<file path="config.mk">
export PLATFORM = sky130hd
export DESIGN_NAME = exec_stage
export DESIGN_NICKNAME = d
export VERILOG_FILES = /design/src/rtl/simple_pkg.sv /design/src/rtl/exec_alu.sv /design/src/rtl/exec_stage.sv
export SDC_FILE = /design/constraint.sdc
export NUM_CORES = 1
export LEC_CHECK = 0
export ABC_AREA = 1
export CAP_MARGIN = 5
export CELL_PAD_IN_SITES_DETAIL_PLACEMENT = 1
export CELL_PAD_IN_SITES_GLOBAL_PLACEMENT = 2
export CORE_MARGIN = 3
export CORE_UTILIZATION = 26
export CTS_CLUSTER_DIAMETER = 100
export DETAILED_ROUTE_END_ITERATION = 6
export HOLD_SLACK_MARGIN = 0.1
export PLACE_DENSITY_LB_ADDON = 0.1
export SYNTH_ARGS = -nofsm -noshare
export SYNTH_HDL_FRONTEND = slang
export SYNTH_SLANG_ARGS = --single-unit
</file>
<file path="constraint.sdc">
create_clock -name clk -period 1.9 [get_ports clk]
set_input_delay 0.19 -clock clk [delete_from_list [all_inputs] [get_ports clk]]
set_output_delay 0.19 -clock clk [all_outputs]
set_load 0.005 [all_outputs]
</file>
<file path="src/rtl/simple_pkg.sv">
// Shared encodings for the SIMPLE pipeline: opcodes, branch conditions,
// memory operations, the flag register layout and the hex display font.
package simple_pkg;

  localparam logic [3:0] OP_ADD = 4'd0;
  localparam logic [3:0] OP_SUB = 4'd1;
  localparam logic [3:0] OP_AND = 4'd2;
  localparam logic [3:0] OP_OR  = 4'd3;
  localparam logic [3:0] OP_XOR = 4'd4;
  localparam logic [3:0] OP_CMP = 4'd5;
  localparam logic [3:0] OP_MOV = 4'd6;
  localparam logic [3:0] OP_SLL = 4'd8;
  localparam logic [3:0] OP_SLR = 4'd9;
  localparam logic [3:0] OP_SRL = 4'd10;
  localparam logic [3:0] OP_SRA = 4'd11;
  localparam logic [3:0] OP_OUT = 4'd13;

  localparam logic [2:0] COND_EQ = 3'd0;
  localparam logic [2:0] COND_LT = 3'd1;
  localparam logic [2:0] COND_LE = 3'd2;
  localparam logic [2:0] COND_NE = 3'd3;
  localparam logic [2:0] COND_AL = 3'd4;

  localparam logic [1:0] MEM_NONE = 2'd0;
  localparam logic [1:0] MEM_RD   = 2'd1;
  localparam logic [1:0] MEM_WR   = 2'd2;

  typedef struct packed {
    logic s;
    logic z;
    logic c;
    logic v;
  } flags_t;

  function automatic logic op_sets_flags(input logic [3:0] op);
    logic r;
    case (op)
      OP_ADD, OP_SUB, OP_AND, OP_OR, OP_XOR, OP_CMP, OP_MOV,
      OP_SLL, OP_SLR, OP_SRL, OP_SRA: r = 1'b1;
      default:                        r = 1'b0;
    endcase
    return r;
  endfunction

  function automatic logic cond_met(input logic [2:0] cond, input flags_t f);
    logic r;
    case (cond)
      COND_EQ: r = f.z;
      COND_LT: r = f.s ^ f.v;
      COND_LE: r = f.z | (f.s ^ f.v);
      COND_NE: r = ~f.z;
      COND_AL: r = 1'b1;
      default: r = 1'b0;
    endcase
    return r;
  endfunction

  // Segment order is a..g at [7:1], decimal point at [0] (always off).
  function automatic logic [7:0] hex7seg(input logic [3:0] n);
    logic [7:0] r;
    case (n)
      4'h0: r = 8'hFC;  4'h1: r = 8'h60;  4'h2: r = 8'hDA;  4'h3: r = 8'hF2;
      4'h4: r = 8'h66;  4'h5: r = 8'hB6;  4'h6: r = 8'hBE;  4'h7: r = 8'hE0;
      4'h8: r = 8'hFE;  4'h9: r = 8'hF6;  4'hA: r = 8'hEE;  4'hB: r = 8'h3E;
      4'hC: r = 8'h1A;  4'hD: r = 8'h7A;  4'hE: r = 8'h9E;  default: r = 8'h8E;
    endcase
    return r;
  endfunction

endpackage

</file>
<file path="src/rtl/exec_alu.sv">
// Combinational ALU of the execute stage: result plus the S/Z/C/V flags
// that this operation would produce.
module exec_alu
  import simple_pkg::*;
#(
  parameter int W = 16
) (
  input  logic [W-1:0] a_i,
  input  logic [W-1:0] b_i,
  input  logic [3:0]   op_i,
  output logic [W-1:0] result_o,
  output logic         s_o,
  output logic         z_o,
  output logic         c_o,
  output logic         v_o
);

  localparam int SH_W  = $clog2(W);
  localparam int SH_W1 = SH_W + 1;

  logic [W:0]      sum;
  logic [W:0]      diff;
  logic [SH_W-1:0] sh;
  logic [SH_W:0]   inv_sh;
  logic [W-1:0]    spill_l;
  logic [W-1:0]    spill_r;

  assign sum    = {1'b0, a_i} + {1'b0, b_i};
  assign diff   = {1'b0, a_i} - {1'b0, b_i};
  assign sh     = b_i[SH_W-1:0];
  assign inv_sh = SH_W1'(W) - {1'b0, sh};
  // Bits pushed out by a shift of sh; a zero shift spills nothing, so C = 0.
  assign spill_l = a_i >> inv_sh;
  assign spill_r = a_i << inv_sh;

  always_comb begin
    // NOTE: every output gets a default first so no path leaves one unassigned (no latch).
    result_o = a_i;
    c_o      = 1'b0;
    v_o      = 1'b0;
    case (op_i)
      OP_ADD: begin
        result_o = sum[W-1:0];
        c_o      = sum[W];
        v_o      = (a_i[W-1] == b_i[W-1]) && (sum[W-1] != a_i[W-1]);
      end
      OP_SUB, OP_CMP: begin
        result_o = diff[W-1:0];
        c_o      = diff[W];
        v_o      = (a_i[W-1] != b_i[W-1]) && (diff[W-1] != a_i[W-1]);
      end
      OP_AND: result_o = a_i & b_i;
      OP_OR:  result_o = a_i | b_i;
      OP_XOR: result_o = a_i ^ b_i;
      OP_MOV: result_o = b_i;
      OP_SLL: begin
        result_o = a_i << sh;
        c_o      = spill_l[0];
      end
      OP_SLR: begin
        result_o = (a_i << sh) | spill_l;
        c_o      = spill_l[0];
      end
      OP_SRL: begin
        result_o = a_i >> sh;
        c_o      = spill_r[W-1];
      end
      OP_SRA: begin
        result_o = $unsigned($signed(a_i) >>> sh);
        c_o      = spill_r[W-1];
      end
      default: result_o = a_i;
    endcase
  end

  assign s_o = result_o[W-1];
  assign z_o = (result_o == '0);

endmodule

</file>
<file path="src/rtl/exec_stage.sv">
// Execute stage: ALU, flag register, branch resolution, memory enables,
// single-register ready/valid output and a multiplexed hex display.
module exec_stage
  import simple_pkg::*;
#(
  parameter int W        = 16,
  parameter int NDIGITS  = 4,
  parameter int SCAN_DIV = 1024
) (
  input  logic               clk,
  input  logic               rst_n,
  input  logic               in_valid,
  output logic               in_ready,
  input  logic [W-1:0]       in_a,
  input  logic [W-1:0]       in_b,
  input  logic [3:0]         in_opcode,
  input  logic               in_wreg,
  input  logic [2:0]         in_waddr,
  input  logic [1:0]         in_mem_op,
  input  logic [W-1:0]       in_addr,
  input  logic [W-1:0]       in_sdata,
  input  logic               in_isbranch,
  input  logic [2:0]         in_cond,
  input  logic [W-1:0]       in_pc1,
  input  logic               flush,
  output logic               out_valid,
  input  logic               out_ready,
  output logic [W-1:0]       out_result,
  output logic [W-1:0]       out_addr,
  output logic [W-1:0]       out_sdata,
  output logic               out_wreg,
  output logic [2:0]         out_waddr,
  output logic               out_rd_en,
  output logic               out_wr_en,
  output logic               redirect,
  output logic [W-1:0]       redirect_pc,
  output logic [7:0]         seg,
  output logic [NDIGITS-1:0] dig_sel
);

  localparam int DISP_W = 4 * NDIGITS;
  localparam int IDX_W  = (NDIGITS > 1) ? $clog2(NDIGITS) : 1;
  localparam int PS_W   = $clog2(SCAN_DIV);

  logic               out_valid_q, valid_d;
  logic [W-1:0]       result_q, addr_q, sdata_q, redirect_pc_q;
  logic               wreg_q, rd_en_q, wr_en_q, redirect_q, redirect_d;
  logic [2:0]         waddr_q;
  flags_t             flags_q, flags_d;
  logic [DISP_W-1:0]  disp_q, disp_d, disp_shift;
  logic [PS_W-1:0]    ps_q, ps_d;
  logic [IDX_W-1:0]   idx_q, idx_d;
  logic               accept, rd_d, wr_d;
  logic [W-1:0]       alu_result;
  logic               alu_s, alu_z, alu_c, alu_v;

  exec_alu #(.W(W)) u_alu (
    .a_i      (in_a),
    .b_i      (in_b),
    .op_i     (in_opcode),
    .result_o (alu_result),
    .s_o      (alu_s),
    .z_o      (alu_z),
    .c_o      (alu_c),
    .v_o      (alu_v)
  );

  assign in_ready = !out_valid_q || out_ready;
  assign accept   = in_valid && in_ready && !flush;

  // Branches read flags_q, i.e. the flags as they stood before this instruction.
  assign redirect_d = accept && in_isbranch && cond_met(in_cond, flags_q);

  always_comb begin
    valid_d = out_valid_q;
    if (flush)          valid_d = 1'b0;
    else if (accept)    valid_d = 1'b1;
    else if (out_ready) valid_d = 1'b0;

    flags_d = flags_q;
    if (accept && op_sets_flags(in_opcode))
      flags_d = '{s: alu_s, z: alu_z, c: alu_c, v: alu_v};

    disp_d = disp_q;
    if (accept && (in_opcode == OP_OUT))
      disp_d = DISP_W'(in_a);

    rd_d = 1'b0;
    wr_d = 1'b0;
    case (in_mem_op)
      MEM_RD:   rd_d = 1'b1;
      MEM_WR:   wr_d = 1'b1;
      MEM_NONE: ;
      default:  ;
    endcase

    ps_d  = ps_q + 1'b1;
    idx_d = idx_q;
    if (ps_q == PS_W'(SCAN_DIV - 1)) begin
      ps_d  = '0;
      idx_d = (idx_q == IDX_W'(NDIGITS - 1)) ? '0 : idx_q + 1'b1;
    end
  end

  always_ff @(posedge clk or negedge rst_n) begin
    if (!rst_n) begin
      out_valid_q   <= 1'b0;
      result_q      <= '0;
      addr_q        <= '0;
      sdata_q       <= '0;
      wreg_q        <= 1'b0;
      waddr_q       <= '0;
      rd_en_q       <= 1'b0;
      wr_en_q       <= 1'b0;
      redirect_q    <= 1'b0;
      redirect_pc_q <= '0;
      flags_q       <= '0;
      disp_q        <= '0;
      ps_q          <= '0;
      idx_q         <= '0;
    end else begin
      // NOTE: non-blocking so every flop samples the same pre-edge values.
      out_valid_q <= valid_d;
      redirect_q  <= redirect_d;
      flags_q     <= flags_d;
      disp_q      <= disp_d;
      ps_q        <= ps_d;
      idx_q       <= idx_d;
      if (accept) begin
        result_q <= alu_result;
        addr_q   <= in_addr;
        sdata_q  <= in_sdata;
        wreg_q   <= in_wreg && (in_opcode != OP_CMP);
        waddr_q  <= in_waddr;
        rd_en_q  <= rd_d;
        wr_en_q  <= wr_d;
      end
      if (redirect_d)
        redirect_pc_q <= in_pc1 + in_sdata;
    end
  end

  assign out_valid   = out_valid_q;
  assign out_result  = result_q;
  assign out_addr    = addr_q;
  assign out_sdata   = sdata_q;
  assign out_wreg    = wreg_q;
  assign out_waddr   = waddr_q;
  assign out_rd_en   = rd_en_q;
  assign out_wr_en   = wr_en_q;
  assign redirect    = redirect_q;
  assign redirect_pc = redirect_pc_q;

  // Digit 0 shows the least-significant nibble.
  assign disp_shift = disp_q >> {idx_q, 2'b00};
  assign seg        = hex7seg(disp_shift[3:0]);
  assign dig_sel    = NDIGITS'(1) << idx_q;

endmodule
</file>
==> results.md, run 1 <==
Logic synthesis:
- The number of synthesis warnings is 0.
- The fraction of post-synthesis cell area in the top cell type by area is 0.257.
- The proportion of synthesized chip area in sequential cells is 0.257.
- The net count after synthesis is 1814.
- Ranked by total cell area, the synthesized netlist is headed by sky130_fd_sc_hd__dfrtp_1 26%, sky130_fd_sc_hd__nand2_1 23%, sky130_fd_sc_hd__nand3_1 11%.
- After synthesis the cells add up to between 10000 and 15000 um^2.
- The library cell with the largest summed area after synthesis is sky130_fd_sc_hd__dfrtp_1.
- A synthesized cell averages about 6.1 um^2.
- Synthesis produced approximately 1600 cells.
- The count of cell types in the netlist is 48.
- The register bit count reported by yosys is 103.

Drt:
- The post-detailed-route wirelength per cell is around 20 um.
- The detailed-routing iteration count for the pre-antenna-repair pass is 5.
- The detailed router finished its first iteration with between 600 and 700 violations.
- For this run, design rule violations remaining after detail routing come to 0.
- The post-detailed-routing wire length is between 50000 and 60000 um.
- Using the TritonRoute via totals, the vias-per-cell ratio works out to between 4 and 5.
- The routed layout has 13300 vias.
- The remaining number of nets flagged by the antenna check after routing is 0.

Global routing:
- The pin count of the biggest net entering global routing is between 70 and 80.
- The initial antenna violation count is 0.
- The global-route wire length before repair is a little over 80000 um.
- The via count of the first global-routing pass came to ~14000.
- Global routing finished with a remaining overflow of 0.
- The global-route usage over all layers is 0.257.

Placement:
- The HPWL reported at the end of detailed placement is 44700 um.
- The global placer's final weighted congestion is between 0.9 and 1.
- The count of buffers added on input and output ports is 182.
- Timing analysis after detailed placement gives a worst setup slack of -1.09 ns.

Worst setup path:
- STA classifies the critical path startpoint as a flip-flop.
- For the worst setup path, the data required time is 1.71 ns.
- The largest driver fanout on the critical path is 5.
- The startpoint-to-endpoint class of the critical path is flip-flop to primary output.
- Walking the worst path, the cells encountered are inv_4 -> nand2_2 -> a32oi_4 -> buf_4 -> ha_4 -> nor2_4 -> nor3_2 -> a211oi_2 -> buf_2.
- The kind of end point of the critical path is a primary output.
- The worst path arrival time is around 2.1 ns.
- The slowest library cell on the worst path is sky130_fd_sc_hd__dfrtp_2.
- The delay of the slowest critical-path stage is roughly 0.45 ns.

STA:
- Dividing the final minimum period by the clock period gives 1.19.
- For the finished layout, the period the worst path requires is about 2.3 ns.
- The number of hold-slack violations in the final timing report was 0.
- Once routing completed, OpenROAD measured the worst setup slack at -0.366 ns.
- Clock skew on the completed layout was measured at between 0.009 and 0.01 ns.
- Static timing analysis puts the maximum clock frequency at 441 MHz.
- The number of setup violations in the final report is 8.
- Setup repair after global routing could not meet its margin everywhere.
- The max-slew violation count is 0.

Power and ir drop:
- Of the total power, the share spent switching nets is 0.388.
- Summed over all nets, the switching power comes to approximately 3.8 mW.
- The cell internal power dissipation is ~6.0 mW.
- For this design the ratio of total power to cell area is around 560 nW/um^2.
- The share of power burned in registers is 0.283.
- The static power due to leakage is 8.65 nW.
- The share of total power in combinational logic is 0.527.
- Of the total power, the clock network draws 0.190.
- The largest vdd supply drop is 0.398 mV.
- The total power is between 9 and 10 mW.

Clock tree:
- Counting every sink on the clock net gives 103.
- The clock tree root driver cell is sky130_fd_sc_hd__clkbuf_16.
- The clock latency reported for the late side of the worst-skew pair is about 0.36 ns.
- The H-tree depth is 3.
- The number of clock buffers inserted by TritonCTS is 9.
- The clock-pin slew of the registers on the worst-case setup and hold paths is around 0.08 ns.
- The TritonCTS clock tree is built.
- The clock passes through at most 2 buffers.

Status:
- The run finished, with violations left.
- The checks that failed: setup timing.

Final layout:
- The share of the core filled with cells is 0.462.
- 0 antenna diodes ended up in the layout.
- The ratio of cells with drive above 1 in the final layout is 0.375.
- The final layout contains 2393 nets.
- Leaving out fill and tap cells, the most frequent cells in the layout are 524 x sky130_fd_sc_hd__nand2_1, 388 x sky130_fd_sc_hd__buf_4, 175 x sky130_fd_sc_hd__nand3_1.
- The most common library cell in the layout ignoring fill and taps is sky130_fd_sc_hd__nand2_1.
- The layout overhead on the synthesized area is 74.2%.

Floorplan:
- The die covers between 40000 and 50000 um^2.
- In this run the horizontal extent of the chip is approximately 200 um.
- The number of ports placed on the die boundary is 184.
- The initial utilization of the core area, before any placement, comes to 0.265.
- The cell row count is around 70.
- In this run the vertical extent of the chip is about 200 um.
- The region available for standard cell placement spans ~38000 um^2.

Flow run:
- The tool flagged a number of max-cap violations equal to 0.

Worst hold path:
- The path class of the tightest hold or removal check is primary input to asynchronous set/reset pin.
[repair_timing]
action | in CTS | in global routing
resized for setup | 359 | 245
hold buffers | 1 | 0
cloned | 0 | 2
endpoints found under the hold margin | 103 | 0
endpoints found under the setup margin | 39 | 32
pin swaps | 100 | 102
buffers inserted | 29 | 16
[cells in the mapped netlist, drive strengths merged]
master and count:
inv 155, nand3 214, o31ai 2, a22oi 2
clkbuf 21, buf 37, a221oi 1, fa 3
conb 1, mux2 1, dfrtp 103, nor2 143
o221ai 1, o21a 1, nand2 610, ha 79
clkinv 2, xor2 10, nor3 11, and2 3
a21o 4, nor4 1, o21ai 93, a32oi 4
a21boi 2, or2 8, a31oi 7, and3 1
nand3b 8, o21bai 1, xnor2 7, a211oi 2
a21oi 61, o211ai 14, o22ai 5, nand4 15
[path summary, 6_finish.rpt]
check	from	end	slack, ns	cells past startpoint
max	idx_q[0]	seg[7]	-0.37	9
min	rst_n	disp_q[2]	0.20	2
max reg2reg	out_valid	redirect_pc[12]	0.26	9
min reg2reg	out_sdata[7]	out_sdata[7]	0.47	2
max in group asynchronous	rst_n	out_addr[12]	1.04	3
min in group clk	in_a[12]	disp_q[12]	0.28	4
[metal layers]
| metal | up-vias | track usage | share of wire |
|---|---|---|---|
| met5 | - | 0 | 0 |
| met4 | 0 | 0.0681 | 0.029 |
| met3 | 73 | 0.0296 | 0.031 |
| met2 | 243 | 0.449 | 0.49 |
| met1 | 6556 | 0.337 | 0.45 |
| li1 | 6443 | - | - |
[critical path, delay by kind of cell (launching register included)]
family          cells  cell delay [ns]
buf+inv             3             0.41
simple gates        3             0.36
fa+ha+maj           1             0.14
compound gates      2             0.35
flops               1             0.45
[logic make-up after synthesis]
kind of cell	Yosys count	synth area share
AO/OA/AOI/OAI	200	0.111
adder cells (fa/ha/maj)	82	0.105
XOR/XNOR	17	0.0156
flip-flops	103	0.257
buffers and inverters	215	0.0888
AND/OR/NAND/NOR	1014	0.422
multiplexers	1	0.00112
other	1	0.000374
[power by group through the flow]
| stage | combinational, mW | sequential, mW | clock (mW) |
|---|---|---|---|
| after global routing | 5.61 | 2.84 | 2.02 |
| after CTS | 4.82 | 2.79 | 1.94 |
| after detailed placement | 4.46 | 2.82 | 0 |
| after floorplan | 1.72 | 2.81 | 0 |
| after global placement | 4.39 | 2.81 | 0 |
| final | 5.18 | 2.79 | 1.87 |
[registers in the layout (all words and copies together) (netlist names)]
register	flops
out_wr_en	1
out_rd_en	1
idx_q	2
flags_q	3
out_sdata	16
out_result	16
redirect_pc	16
out_waddr	3
out_valid	1
out_wreg	1
disp_q	16
ps_q	10
out_addr	16
redirect	1
[per-stage QoR]
stage / TNS, ns / hold WS [ns] / cell area (um^2) / instances
finish: -2.09 / 0.204 / 17500 / 2728
global route: -3.20 / 0.216 / 17500 / 2728
CTS: -2.37 / 0.197 / 16700 / 2713
detailed placement: -26.80 / 0.0506 / 15300 / 2667
global placement: -25.29 / 0.0493 / 15300 / 2667
floorplan: -0.726 / -0.106 / 10100 / 1633
[area by class of cell]
cell class                 count  area, um^2
clock buffer                   9         225
clock inverter                 7        63.8
fill                        4841       20400
inverter                     157         618
multi-input combinational   1315        8030
sequential                   103        2580
tap                          511         639
timing repair buffer         626        5320
Power figures use the tool's default switching activity.
==> inputs of run 2 (changes only) <==
--- a/config.mk
+++ b/config.mk
@@ -10,7 +10,7 @@
 export CELL_PAD_IN_SITES_DETAIL_PLACEMENT = 1
 export CELL_PAD_IN_SITES_GLOBAL_PLACEMENT = 2
 export CORE_MARGIN = 3
-export CORE_UTILIZATION = 26
+export CORE_UTILIZATION = 28
 export CTS_CLUSTER_DIAMETER = 100
 export DETAILED_ROUTE_END_ITERATION = 6
 export HOLD_SLACK_MARGIN = 0.1
==> constraint.sdc (replaced) <==
create_clock -name clk -period 2.4 [get_ports clk]
set_input_delay 0.24 -clock clk [delete_from_list [all_inputs] [get_ports clk]]
set_output_delay 0.24 -clock clk [all_outputs]
set_load 0.005 [all_outputs]
==> run 2 against run 1 <==
  * The flow now finishes without violations
  * Sequential share of layout area is 1.5 points higher
  * Clock-buffer cell count stayed put
  * First-iteration DRC count is 27% higher
  * Combinational power is 29% lower
  * Sequential power is 21% lower
  * Via count is 2.9% lower
  * Clock power is 14% lower
  * Final cell count is 5.1% lower
  * Critical endpoint is now out_result[15]
  * Register-to-register slack better by 0.51 ns
  * Total power is 24% lower
  * Sequential cell count stayed put
==> results.md, run 2 (synthesis gave the netlist of run 1 again) <==
Floorplan:
- For this design the top-level I/O count stands at about 180.
- The die covers ~38000 um^2.
- The die is between 150 and 200 um tall.
- The area of the core region is 35000 um^2.
- The die boundary width is around 200 um.
- The initial cell density of the core is 0.287.
- After floorplanning, the core was divided into 68 placement rows.

Clock tree:
- The H-tree depth is 3.
- The clock passes through at most 2 buffers.
- Clock tree synthesis inserted a total of 9 buffers.
- In this run the clock root is driven by a sky130_fd_sc_hd__clkbuf_16.
- Clock latency on the worst-skew pair, taken at its later pin, is 0.36 ns.
- The clock-pin slew of the registers on the worst-case setup and hold paths is approximately 0.080 ns.
- The TritonCTS clock tree is built.
- CTS saw ~100 sinks.

Drt:
- The count of vias placed by the detailed router is ~13000.
- After detailed routing, the wire length on met1 is around 24000 um.
- Detailed routing placed a total of between 2000 and 3000 um of wire on met3.
- The top routing layer in use is met4.
- The remaining number of nets flagged by the antenna check after routing is 0.
- The wire length on met2 is between 20000 and 25000 um.
- The final layout contains routed wiring with a total length of between 50000 and 60000 um.
- In the routed layout, each cell is associated on average with a via count of around 5.0.
- The detailed-route DRC error count is 0.
- Before antenna repair, the detailed router went through 5 iterations.
- The first routing iteration left between 700 and 800 violations.
- Dividing the detail-routed wire length by the instance count gives between 20 and 25 um.

STA:
- The worst hold slack after final layout is approximately 0.42 ns.
- The number of hold-slack violations in the final timing report is 0.
- Setup violations remaining at the end of the flow were counted as 0.
- The measured slew at the worst slew-check pin is around 0.57 ns.
- The share of the cycle needed by the critical path after routing is 0.979.
- The relative slew slack is 0.623.
- Derived from the worst setup path, the maximum achievable clock frequency is around 430 MHz.
- Counting I/O delays and the setup requirement, the final critical path takes around 2.4 ns.
- The worst path meets setup with between 0.04 and 0.05 ns of slack.
- On the final layout, the worst clock skew is 0.00833 ns.
- Setup repair after global routing could not meet its margin everywhere.
- The max-slew violation count is 0.

Worst hold path:
- The tightest min-delay check is of the primary input to flip-flop type.
- In this run the most critical hold path is launched from in_a[2].

Power and ir drop:
- For this design the static power due to leakage is around 8.1 nW.
- The cell internal power dissipation is around 4.7 mW.
- In this run the power density over the cells is between 400 and 500 nW/um^2.
- The share of power burned in registers is 0.296.
- IR analysis of the VDD net gives a maximum drop of between 0.3 and 0.4 mV.
- Of the total power, the share spent switching nets is 0.369.
- The share of total power in combinational logic is 0.490.
- The share of total power dissipated in the clock network is 0.214.
- Summed over all nets, the switching power comes to around 2.8 mW.

Final layout:
- Once layout is done, the placed cells without fillers occupy roughly 16000 um^2.
- The final net count is approximately 2300.
- Leaving out fill and tap cells, the most frequent cells in the layout are 578 x sky130_fd_sc_hd__nand2_1, 345 x sky130_fd_sc_hd__buf_4, 202 x sky130_fd_sc_hd__nand3_1.
- The area growth from synthesis to layout is 58.3%.
- The most common library cell in the layout ignoring fill and taps is sky130_fd_sc_hd__nand2_1.
- At the end of the flow the core is filled with cells to 0.454.
- In the final layout, the share of cells above drive strength 1 is 0.261.
- The count of placed standard cells in the final layout, fillers left out is approximately 2600.

Global routing:
- The initial antenna violation count is 1.
- The overall overflow remaining after global route is 0.
- The first global-routing pass estimated roughly 80000 um of wire.
- The via count of the first global-routing pass was 13300.
- The pin count of the biggest net entering global routing is 41.
- Across every metal layer, demand over resource in global routing totals 0.269.

Placement:
- Buffers placed on the I/O ports in this run total roughly 180.
- Prior to clock tree synthesis, the placed netlist has a worst setup slack of -0.669 ns.
- The post-detailed-placement cell area is roughly 15000 um^2.
- The HPWL reported at the end of detailed placement is between 40000 and 50000 um.
- The number of cells after detailed placement is 2547.
- The global placer's final weighted congestion is 0.946.

Worst setup path:
- The most critical setup path has its startpoint at in_a[13].
- The startpoint identified for the worst register-to-register timing path is out_valid.
- STA puts the critical path data required time at 2.65 ns.
- STA classifies the critical path startpoint as a primary input.
- Data arrives at the worst endpoint at about 2.6 ns.
- Of all nets on the critical path, the largest fanout is 4.
- The kind of end point of the critical path is a flip-flop.
- The startpoint-to-endpoint class of the critical path is primary input to flip-flop.

Flow run:
- The number of max-cap violations is 0.

Status:
- The run finished with clean final reports.
==> run 2: changes by cell type in the layout (fill, tap and decap cells not counted), sizes merged <==
cell	previous run	this run
clkinv	2	4
diode	0	1
clkdlybuf4s15	4	0
buf	461	365
dlygate4sd2	16	8
bufinv	0	2
dlymetal6s2s	3	11
clkdlybuf4s50	125	155
inv	160	156
clkbuf	25	12
==> run 2: critical path, cell delays in order <==
cell and delay [ns]:
sky130_fd_sc_hd__clkdlybuf4s50_1 0.51, sky130_fd_sc_hd__inv_2 0.07, sky130_fd_sc_hd__ha_4 0.31, sky130_fd_sc_hd__clkinvlp_4 0.15, sky130_fd_sc_hd__buf_4 0.17, sky130_fd_sc_hd__a21oi_1 0.14, sky130_fd_sc_hd__o21bai_1 0.09, sky130_fd_sc_hd__nor2_1 0.21
sky130_fd_sc_hd__nand2_2 0.11, sky130_fd_sc_hd__inv_1 0.09, sky130_fd_sc_hd__nand2_1 0.07, sky130_fd_sc_hd__nand3_2 0.10, sky130_fd_sc_hd__nand3_2 0.10, sky130_fd_sc_hd__buf_4 0.14, sky130_fd_sc_hd__nand2_1 0.06, sky130_fd_sc_hd__nand2_1 0.05
==> run 2: timing repair <==
| item | 4_1_cts | 5_1_grt |
|---|---|---|
| endpoints found under the hold margin | 37 | 0 |
| gates resized for setup | 116 | 128 |
| endpoints found under the setup margin | 26 | 27 |
| setup buffers | 9 | 16 |
| pin swaps | 13 | 42 |
| gates cloned | 0 | 0 |
| hold buffers | 1 | 0 |
==> run 2: power groups by stage <==
stage | registers (mW) | logic [mW] | clock network, mW
CTS | 2.22 | 3.48 | 1.65
global placement | 2.23 | 3.32 | 0
finish | 2.21 | 3.67 | 1.61
floorplan | 2.23 | 1.33 | 0
global route | 2.25 | 4.00 | 1.73
detailed placement | 2.24 | 3.37 | 0
==> run 2: worst paths after layout <==
kind                                  end  slack, ns  depth (start not counted)
max reg2reg                    disp_q[15]       0.77                          8
max                        out_result[15]       0.05                         16
max in group asynchronous  redirect_pc[4]       1.29                          3
min in group asynchronous     out_addr[2]       0.44                          2
min reg2reg                   out_addr[2]       0.47                          2
min                             disp_q[2]       0.42                          4
==> run 2: stage by stage <==
| stage | setup TNS, ns | total power, mW |
|---|---|---|
| 2_1_floorplan | 0 | 3.56 |
| 3_3_place_gp | -10.19 | 5.55 |
| 6_report | 0 | 7.49 |
| 3_5_place_dp | -11.55 | 5.61 |
| 4_1_cts | 0 | 7.35 |
| 5_1_grt | -0.401 | 7.98 |
==> run 2: cell type report <==
type,count,area [um^2]
clock buffer,9,225
fill,4518,19100
sequential,103,2580
inverter,157,599
timing repair buffer,543,4620
clock inverter,7,95.1
multi-input combinational,1315,7190
tap,455,569
antenna,1,2.50
==> run 2: layer usage <==
layer  track usage  vias up
met1         0.376     6256
li1              -     6276
met3        0.0426       52
met5             0        -
met2         0.440      339
met4        0.0555        0
